===== src/rtl/video_timing_gen.sv =====
// Raster timing generator: 1-in-8 pixel enable from the master clock, PH/PV
// counters, blanking, sync with frame-latched signed offsets and a
// once-per-frame vblank-start pulse.
module video_timing_gen #(
  parameter int unsigned HTOTAL     = 384,
  parameter int unsigned VTOTAL     = 264,
  parameter int unsigned HACT_START = 8,
  parameter int unsigned HACT_END   = 248,
  parameter int unsigned VACT_START = 16,
  parameter int unsigned VACT_END   = 240,
  parameter int unsigned HS_START   = 288,
  parameter int unsigned HS_WIDTH   = 32,
  parameter int unsigned VS_START   = 248,
  parameter int unsigned VS_WIDTH   = 8
) (
  input  logic       clk48M,
  input  logic       reset,
  input  logic [3:0] HOFFS,
  input  logic [3:0] VOFFS,
  output logic       PCE,
  output logic [8:0] PH,
  output logic [8:0] PV,
  output logic       HBLK,
  output logic       VBLK,
  output logic       HSYN,
  output logic       VSYN,
  output logic       VFRM
);

  localparam int unsigned CW = 9;
  localparam int unsigned SW = 10;

  localparam logic [CW-1:0] PH_LAST   = CW'(HTOTAL - 1);
  localparam logic [CW-1:0] PV_LAST   = CW'(VTOTAL - 1);
  localparam logic [CW-1:0] PV_VFRM   = CW'(VACT_END - 1);
  localparam logic [CW-1:0] H_ACT_S   = CW'(HACT_START);
  localparam logic [CW-1:0] H_ACT_E   = CW'(HACT_END);
  localparam logic [CW-1:0] V_ACT_S   = CW'(VACT_START);
  localparam logic [CW-1:0] V_ACT_E   = CW'(VACT_END);
  localparam logic [SW-1:0] H_SYNC_S  = SW'(HS_START);
  localparam logic [SW-1:0] H_SYNC_W  = SW'(HS_WIDTH);
  localparam logic [SW-1:0] V_SYNC_S  = SW'(VS_START);
  localparam logic [SW-1:0] V_SYNC_W  = SW'(VS_WIDTH);

  logic [2:0]    div_q,   div_d;
  logic [CW-1:0] ph_q,    ph_d;
  logic [CW-1:0] pv_q,    pv_d;
  logic [CW-1:0] hoffs_q, hoffs_d;
  logic [CW-1:0] voffs_q, voffs_d;
  logic          pce_q,   pce_d;
  logic          hblk_q,  hblk_d;
  logic          vblk_q,  vblk_d;
  logic          hsyn_q,  hsyn_d;
  logic          vsyn_q,  vsyn_d;
  logic          vfrm_q,  vfrm_d;

  logic          adv;
  logic          ph_wrap;
  logic          pv_wrap;
  logic [SW-1:0] hs0, hs1, vs0, vs1;

  // Next-state: divider, counters, frame-origin offset latch, and flags
  // evaluated on the next PH/PV so they register in step with them.
  always_comb begin
    adv     = (div_q == 3'd7);
    ph_wrap = (ph_q == PH_LAST);
    pv_wrap = (pv_q == PV_LAST);
    div_d   = div_q + 3'd1;
    ph_d    = ph_q;
    pv_d    = pv_q;
    hoffs_d = hoffs_q;
    voffs_d = voffs_q;

    if (adv) begin
      if (ph_wrap) begin
        ph_d = '0;
        if (pv_wrap) begin
          pv_d    = '0;
          hoffs_d = {{(CW-4){HOFFS[3]}}, HOFFS};
          voffs_d = {{(CW-4){VOFFS[3]}}, VOFFS};
        end else begin
          pv_d = pv_q + CW'(1);
        end
      end else begin
        ph_d = ph_q + CW'(1);
      end
    end

    // Sync window bounds in 10 bits so a negative offset wraps cleanly.
    hs0 = H_SYNC_S + {hoffs_d[CW-1], hoffs_d};
    hs1 = hs0 + H_SYNC_W;
    vs0 = V_SYNC_S + {voffs_d[CW-1], voffs_d};
    vs1 = vs0 + V_SYNC_W;

    pce_d  = adv;
    hblk_d = !((ph_d >= H_ACT_S) && (ph_d < H_ACT_E));
    vblk_d = !((pv_d >= V_ACT_S) && (pv_d < V_ACT_E));
    hsyn_d = ({1'b0, ph_d} >= hs0) && ({1'b0, ph_d} < hs1);
    vsyn_d = ({1'b0, pv_d} >= vs0) && ({1'b0, pv_d} < vs1);
    vfrm_d = adv && ph_wrap && (pv_q == PV_VFRM);
  end

  // State and output registers; async reset returns to the raster origin.
  always_ff @(posedge clk48M or posedge reset) begin
    if (reset) begin
      div_q   <= '0;
      ph_q    <= '0;
      pv_q    <= '0;
      hoffs_q <= '0;
      voffs_q <= '0;
      pce_q   <= 1'b0;
      hblk_q  <= 1'b1;
      vblk_q  <= 1'b1;
      hsyn_q  <= 1'b0;
      vsyn_q  <= 1'b0;
      vfrm_q  <= 1'b0;
    end else begin
      div_q   <= div_d;
      ph_q    <= ph_d;
      pv_q    <= pv_d;
      hoffs_q <= hoffs_d;
      voffs_q <= voffs_d;
      pce_q   <= pce_d;
      hblk_q  <= hblk_d;
      vblk_q  <= vblk_d;
      hsyn_q  <= hsyn_d;
      vsyn_q  <= vsyn_d;
      vfrm_q  <= vfrm_d;
    end
  end

  assign PCE  = pce_q;
  assign PH   = ph_q;
  assign PV   = pv_q;
  assign HBLK = hblk_q;
  assign VBLK = vblk_q;
  assign HSYN = hsyn_q;
  assign VSYN = vsyn_q;
  assign VFRM = vfrm_q;

endmodule


===== config.mk =====
export PLATFORM = sky130hd
export DESIGN_NAME = video_timing_gen
export DESIGN_NICKNAME = d
export VERILOG_FILES = /design/src/rtl/video_timing_gen.sv
export SDC_FILE = /design/constraint.sdc
export NUM_CORES = 1
export LEC_CHECK = 0
export CAP_MARGIN = 5
export CORE_ASPECT_RATIO = 0.5
export CORE_MARGIN = 2
export CORE_UTILIZATION = 54
export CTS_CLUSTER_SIZE = 24
export DETAILED_ROUTE_END_ITERATION = 16
export GPL_TIMING_DRIVEN = 0
export PLACE_DENSITY = 0.74
export SLEW_MARGIN = 5
export SYNTH_ARGS = -nofsm -noshare
export SYNTH_HDL_FRONTEND = slang
export SYNTH_SLANG_ARGS = --single-unit
export TNS_END_PERCENT = 10

===== constraint.sdc =====
create_clock -name clk48M -period 4.75 [get_ports clk48M]
set_input_delay 1.425 -clock clk48M [delete_from_list [all_inputs] [get_ports clk48M]]
set_output_delay 1.425 -clock clk48M [all_outputs]
set_load 0.005 [all_outputs]

==> results.yml, run 1 <==
sta:
  slew-limit-headroom_pct: 66.9
  finalHoldViolations: 0
  timing.final.crit_share_pct: 87.9
  max_clock_freq_mhz: 239
  fin_worst_hold_slack_ns: 0.425
  setup_ws_ns: 0.573
  setup_tns_ns: 0
  fin_skew_ns: 0.00915
  finalSetupViolCount: 0
  timing.final.crit_period_ns: 4.18
  setup_repair_after_global_routing_missed_its_margin: "false"
  final_report_max_slew_violation_count: 0
  max_slew.worst_pin.slew_ns: 0.492
synthesis:
  synth_sequential_area_ratio_pct: 40.5
  synthesis.area_um2: 2790
  synth-warning-count: 0
  ys_ff_latch: 45
  synth_enable_flop_cells: 0
  synthDistinctLibCells: 51
  avgSynthCellArea_um2: 9.99
  syn-num-nets: 322
  netlist_instances: 279
  synth_flop_cell: "dfrtp_1"
  async_set_or_reset_register_ratio_after_synthesis_pct: 100
critical_path:
  crit_path_max_incr_delay_ns: 0.46
  critical_path_depth: 19
  worst_path_dominant_cell_family: "simple AND/OR/NAND/NOR gates"
  critical_path.max_fanout: 10
  worst_setup_path_startpoint: "div_q[0]"
  critical_setup_path_kind: "register to register"
  crit_path_end: "HSYN"
  cp.buffers_inverters: 3
  r2r-start: "div_q[0]"
  cp_cell_sequence: "ha_1 -> ha_1 -> buf_2 -> nand4_4 -> nor3_4 -> nand2_1 -> buf_2 -> buf_2 -> nand2_1 -> nand2_1 -> ha_1 -> xnor2_1 -> or3_1 -> a21oi_1 -> xor2_1 -> ha_1 -> a21oi_1 -> o21ai_0 -> a21oi_1"
  ff_to_ff_path_depth: 19
  critPathLaunchType: "register"
  path_common_cell: "ha_1"
  crit_path_end_kind: "register"
  reg2reg_slack_ns: 0.57
  cp.arrival_ns: 4.40
  critical_path.reg2reg.endpoint: "HSYN"
  crit_slowest_cell: "nor3_4"
  cp_data_required_time_ns: 4.98
grt:
  grt_start_max_net_pins: 34
  wire_length_of_the_first_global_routing_pass_um: 10000
  grt_use_total_pct: 23.0
  number_of_antenna_violations_at_the_first_check_in_global_routing: 0
  global_route.overflow_total: 0
  first_global_vias: 2152
clock_network:
  ctsResizeCount: 0
  cts_hold_buf: 0
  worstSkewPairLatency_ns: 0.30
  htree_levels: 2
  clk_pin_slew_ns: 0.09
  cts-root-buf: "clkbuf_8"
  postCtsSetupBuffers: 0
  tritoncts: "yes"
  clk_path_buf_depth: 2
  numCtsBuffers: 5
  tritoncts_num_sinks: 45
floorplanning:
  row_count: 18
  die_area_um2: 5790
  placeableCoreArea_um2: 4950
  ioPinCount: 34
  floorplan.initialDensity_pct: 56.2
  die_w_um: 106
  die_y_um: 54.8
route:
  post_drt_wl_per_cell_um: 15.4
  drtAntennaViolNets: 0
  post-route-drc-count: 0
  viasPerCell: 5.70
  drt-pass1-iter-count: 4
  route.vias.total: 2227
  drt_wl_total_um: 6000
  drt_iter0_drc: 68
hold_path:
  type_of_the_tightest_min_delay_check: "register to register"
final_layout:
  fillCellCount: 399
  drive_above_1_share_pct: 9.97
  antenna-diode-count: 0
  syn_to_final_growth_pct: 20.3
  num-nets-final: 363
  finished_layout_cells: 391
power:
  ir_worst_vdd_mv: 0.168
  pwr-share-seq_pct: 52.7
  power_report.internal_total_w: 0.000575
  power_density_nw_per_um2: 219
  power.share.switching_pct: 21.7
  power.share.clock_pct: 42.0
  leakage_nw: 1.68
  total_power_w: 0.000734
  pwr-share-comb_pct: 5.3
  power.net_switching_w: 0.000159
outcome:
  outcome: "complete, no violations"
placed_design:
  place.detailed.hpwl_um: 4580
  post-place-cells: 383
  dp_slack_ns: 0.404
  routabilityCongestion: 0.915
  io_buffers: 33
run:
  number_of_maximum_capacitance_violations: 0
-- routing by layer --
| layer | vias to the layer above | GRT usage (%) | routed length [um] |
|---|---|---|---|
| met1 | 1091 | 28.8 | 2780 |
| met4 | 0 | 8.55 | 85 |
| met3 | 12 | 5.83 | 202 |
| met5 | - | 0 | 0 |
| met2 | 46 | 40.2 | 2930 |
| li1 | 1078 | - | - |
-- cell usage after synthesis, types with 3 or more instances --
master    number  area, um^2
xnor2_1        6        52.6
a21o_1         4        30.0
nor2b_1        3        18.8
buf_2          3        15.0
nor3_1         6        30.0
or3_1          6        37.5
mux2i_1        4        40.0
a211oi_1       3        22.5
xor2_1        11        96.3
inv_1         23        86.3
nand4_1        3        18.8
o21a_1         3        22.5
dfrtp_1       43        1080
nand2_1       28         105
nand3_1        8        40.0
nor4_1         4        25.0
and3_1         3        18.8
ha_1          33         413
o21ai_0       12        60.1
a21oi_1       23         115
nor2_1        10        37.5
-- power by group through the flow --
stage	combinational, W	clock, W	sequential (W)
floorplan	0.0000234	0	0.000394
global placement	0.0000357	0	0.000395
detailed placement	0.0000397	0	0.000395
CTS	0.0000401	0.000313	0.000387
global route	0.0000446	0.000328	0.000387
finish	0.0000388	0.000308	0.000387
-- cells in the final DEF, fill, tap and decap left out, types with 3 or more instances in the layout --
master and n:
clkbuf_8 6, nor4_1 4, dfrtp_1 43, nor2b_1 3, nand4_1 3, o21a_1 3
and3_1 3, buf_2 3, nand3_1 8, o21ai_0 12, nor2_1 10, xnor2_1 6
a21o_1 4, nand2_1 28, a211oi_1 3, mux2i_1 4, nor3_1 6, or3_1 6
xor2_1 11, clkdlybuf4s50_1 33, inv_1 22, ha_1 33, a21oi_1 23
-- cells by family (layout without fill, tap and decap cells) --
group	Yosys count	after routing	share of synthesized area, %
flops	45	45	40.5
simple gates	93	93	20.4
fa+ha+maj	33	33	14.8
buf+inv	28	70	4.04
mux	5	5	1.84
xor+xnor	18	18	5.93
compound gates	57	57	12.5
-- how the worst min path moves through the flow --
stage	slack [ns]	to	startpoint	cells after the start
floorplan	0.40	div_q[0]	div_q[0]	1
global route	0.46	div_q[0]	div_q[0]	1
finish	0.42	div_q[0]	div_q[0]	1
detailed placement	0.42	div_q[0]	div_q[0]	1
CTS	0.43	div_q[0]	div_q[0]	1
global placement	0.41	div_q[0]	div_q[0]	1
-- area by class of cell --
type	instances	area, um^2	share of cell area [%]
sequential	45	1130	33.7
clock inverter	2	37.5	1.12
multi-input combinational	206	1550	46.3
buffer	5	26.3	0.784
timing repair buffer	34	350	10.5
tap	70	87.6	2.61
clock buffer	6	82.6	2.46
inverter	23	86.3	2.58
-- state kept, by name, indices dropped and copies added, names as in the netlist --
register  flops
VBLK          1
div_q         3
voffs_q       9
HBLK          1
VSYN          1
HSYN          1
PV            9
PH            9
VFRM          1
PCE           1
hoffs_q       9
-- metrics by stage --
| stage | utilization (%) | instance area, um^2 |
|---|---|---|
| after floorplan | - | 2790 |
| after global placement | 64.7 | 3200 |
| after detailed placement | 65.1 | 3220 |
| after CTS | 67.5 | 3340 |
| after global routing | 67.6 | 3350 |
| final | 67.6 | 3350 |
Power figures use the tool's default switching activity.
==> inputs of run 2 (changes only) <==
- CORE_ASPECT_RATIO: 0.5 -> 1.1
- CORE_UTILIZATION: 54 -> 56
- PLACE_DENSITY: 0.74 -> 0.76
==> run 2 against run 1 <==
Flip-flop and latch count unchanged. Maximum frequency decreased by 1.8%. Clock-buffer cell count increased by 1. First-iteration DRC count increased by 100%. Utilization increased by 2.5 points. Critical path depth unchanged. Hold slack improved by 0.019 ns. Via count decreased by 2.3%. Sequential power about the same. Non-clock buffer count unchanged. Largest power group unchanged.
==> results.yml, run 2 (synthesis results as in run 1) <==
grt:
  global_route.overflow_total: 0
  globalRouteMet3Util_pct: 4.68
  use_met1_pct: 28.6
  grt_busiest_layer: "met2"
  grt_start_max_net_pins: 30
  number_of_antenna_violations_at_the_first_check_in_global_routing: 0
  grt_use_total_pct: 21.6
  first_global_vias: 2104
  use_met2_pct: 35.3
  wire_length_of_the_first_global_routing_pass_um: 9560
sta:
  slew-limit-headroom_pct: 55.9
  finalHoldViolations: 0
  max_clock_freq_mhz: 235
  timing.final.crit_period_ns: 4.25
  setup_repair_after_global_routing_missed_its_margin: "false"
  fin_skew_ns: 0.00938
  final_report_max_slew_violation_count: 0
  finalSetupViolCount: 0
  setup_tns_ns: 0
  max_slew.worst_pin.slew_ns: 0.657
  timing.final.crit_share_pct: 89.6
power:
  power_density_nw_per_um2: 207
  power.share.clock_pct: 37.9
  ir_worst_vdd_mv: 0.154
  leakage_nw: 1.66
  pwr-share-comb_pct: 5.6
  power.share.switching_pct: 21.9
  pwr-share-seq_pct: 56.5
  power_report.internal_total_w: 0.000535
  power.net_switching_w: 0.000150
final_layout:
  fin_util_pct: 70.1
  antenna-diode-count: 0
  post-route-cell-area_um2: 3310
  layout.cells.most_common: "dfrtp_1"
  num-nets-final: 363
  fillCellCount: 368
  syn_to_final_growth_pct: 18.7
  most_used_cells_in_the_layout_excluding_fill_and_tap_cells: "dfrtp_1 (43), ha_1 (33), clkdlybuf4s50_1 (33), nand2_1 (28), a21oi_1 (23)"
  drive_above_1_share_pct: 9.97
floorplanning:
  die_area_um2: 5560
  floorplan.initialDensity_pct: 59.1
  row_count: 26
  die_y_um: 78.0
  placeableCoreArea_um2: 4720
  ioPinCount: 34
  die_w_um: 71.3
critical_path:
  cp_data_required_time_ns: 4.96
  cp.arrival_ns: 4.47
  ff_to_ff_path_depth: 19
  critical_path.max_fanout: 10
  critical_path_depth: 19
  critical_setup_path_kind: "register to register"
  worst_path_dominant_cell_family: "simple AND/OR/NAND/NOR gates"
  cp_cell_sequence: "ha_1 -> ha_1 -> buf_2 -> nand4_4 -> nor3_2 -> nand2_1 -> buf_2 -> buf_2 -> nand2_1 -> nand2_1 -> ha_1 -> xnor2_1 -> or3_1 -> a21oi_1 -> xor2_1 -> ha_1 -> a21oi_1 -> o21ai_0 -> a21oi_1"
  cp.buffers_inverters: 3
  crit_slowest_cell: "nor3_2"
  path_common_cell: "ha_1"
  critPathLaunchType: "register"
  crit_path_end_kind: "register"
  crit_path_max_incr_delay_ns: 0.60
route:
  viasPerCell: 5.77
  drt_wl_total_um: 5530
  drt_iter0_drc: 137
  drtAntennaViolNets: 0
  route.vias.total: 2175
  post_drt_wl_per_cell_um: 14.7
  drt-pass1-iter-count: 4
  post-route-drc-count: 0
outcome:
  outcome: "complete, no violations"
hold_path:
  min_path_cells: 1
  type_of_the_tightest_min_delay_check: "register to register"
clock_network:
  numCtsBuffers: 5
  worstSkewPairLatency_ns: 0.30
  postCtsSetupBuffers: 0
  clk_pin_slew_ns: 0.08
  ctsResizeCount: 0
  tritoncts_num_sinks: 45
  clk_path_buf_depth: 2
  cts_hold_buf: 0
  cts-root-buf: "clkbuf_8"
  tritoncts: "yes"
  htree_levels: 2
placed_design:
  io_buffers: 33
  place.detailed.hpwl_um: 4350
  placement.cell_area_um2: 3210
  routabilityCongestion: 0.828
run:
  number_of_maximum_capacitance_violations: 0
-- run 2: final cells by class --
type,count,area (um^2),area share (%)
multi-input cells,206,1550,46.7
flip-flops and latches,45,1130,34.1
repair buffers,34,350,10.6
clock buffers,7,96.3,2.91
inverters,23,86.3,2.61
well taps,56,70.1,2.12
plain buffers,5,26.3,0.794
clock inverters,1,5.00,0.151
-- run 2: metrics by stage --
step	instances	total power (W)	hold WS, ns	setup slack (ns)
detailed placement	369	0.000434	0.434	0.459
global placement	368	0.000431	0.413	0.467
finish	377	0.000685	0.444	0.496
CTS	377	0.000692	0.445	0.473
floorplan	279	0.000418	0.401	1.16
global route	377	0.000710	0.464	0.139
-- run 2: worst paths after layout --
path | endpoint | slack [ns] | start
setup / recovery | HSYN | 0.50 | div_q[0]
hold / removal | div_q[0] | 0.44 | div_q[0]
setup reg to reg | HSYN | 0.50 | div_q[0]
hold reg to reg | div_q[0] | 0.44 | div_q[0]
max in group asynchronous | VBLK | 2.78 | reset
min in group asynchronous | div_q[0] | 1.42 | reset
-- run 2: routing by layer --
metal  wire length (um)  part of all wire [%]  up-vias
met2               2730                    49       45
met5                  0                     0        -
met3                204                   3.7        4
li1                   -                     -     1075
met4                 36                  0.65        0
met1               2560                    46     1051
-- run 2: power groups by stage --
stage	Sequential, W	Clock (W)	Combinational [W]
3_5_place_dp	0.000395	0	0.0000393
2_1_floorplan	0.000394	0	0.0000234
4_1_cts	0.000387	0.000266	0.0000393
6_report	0.000387	0.000260	0.0000385
5_1_grt	0.000387	0.000278	0.0000443
3_3_place_gp	0.000395	0	0.0000362
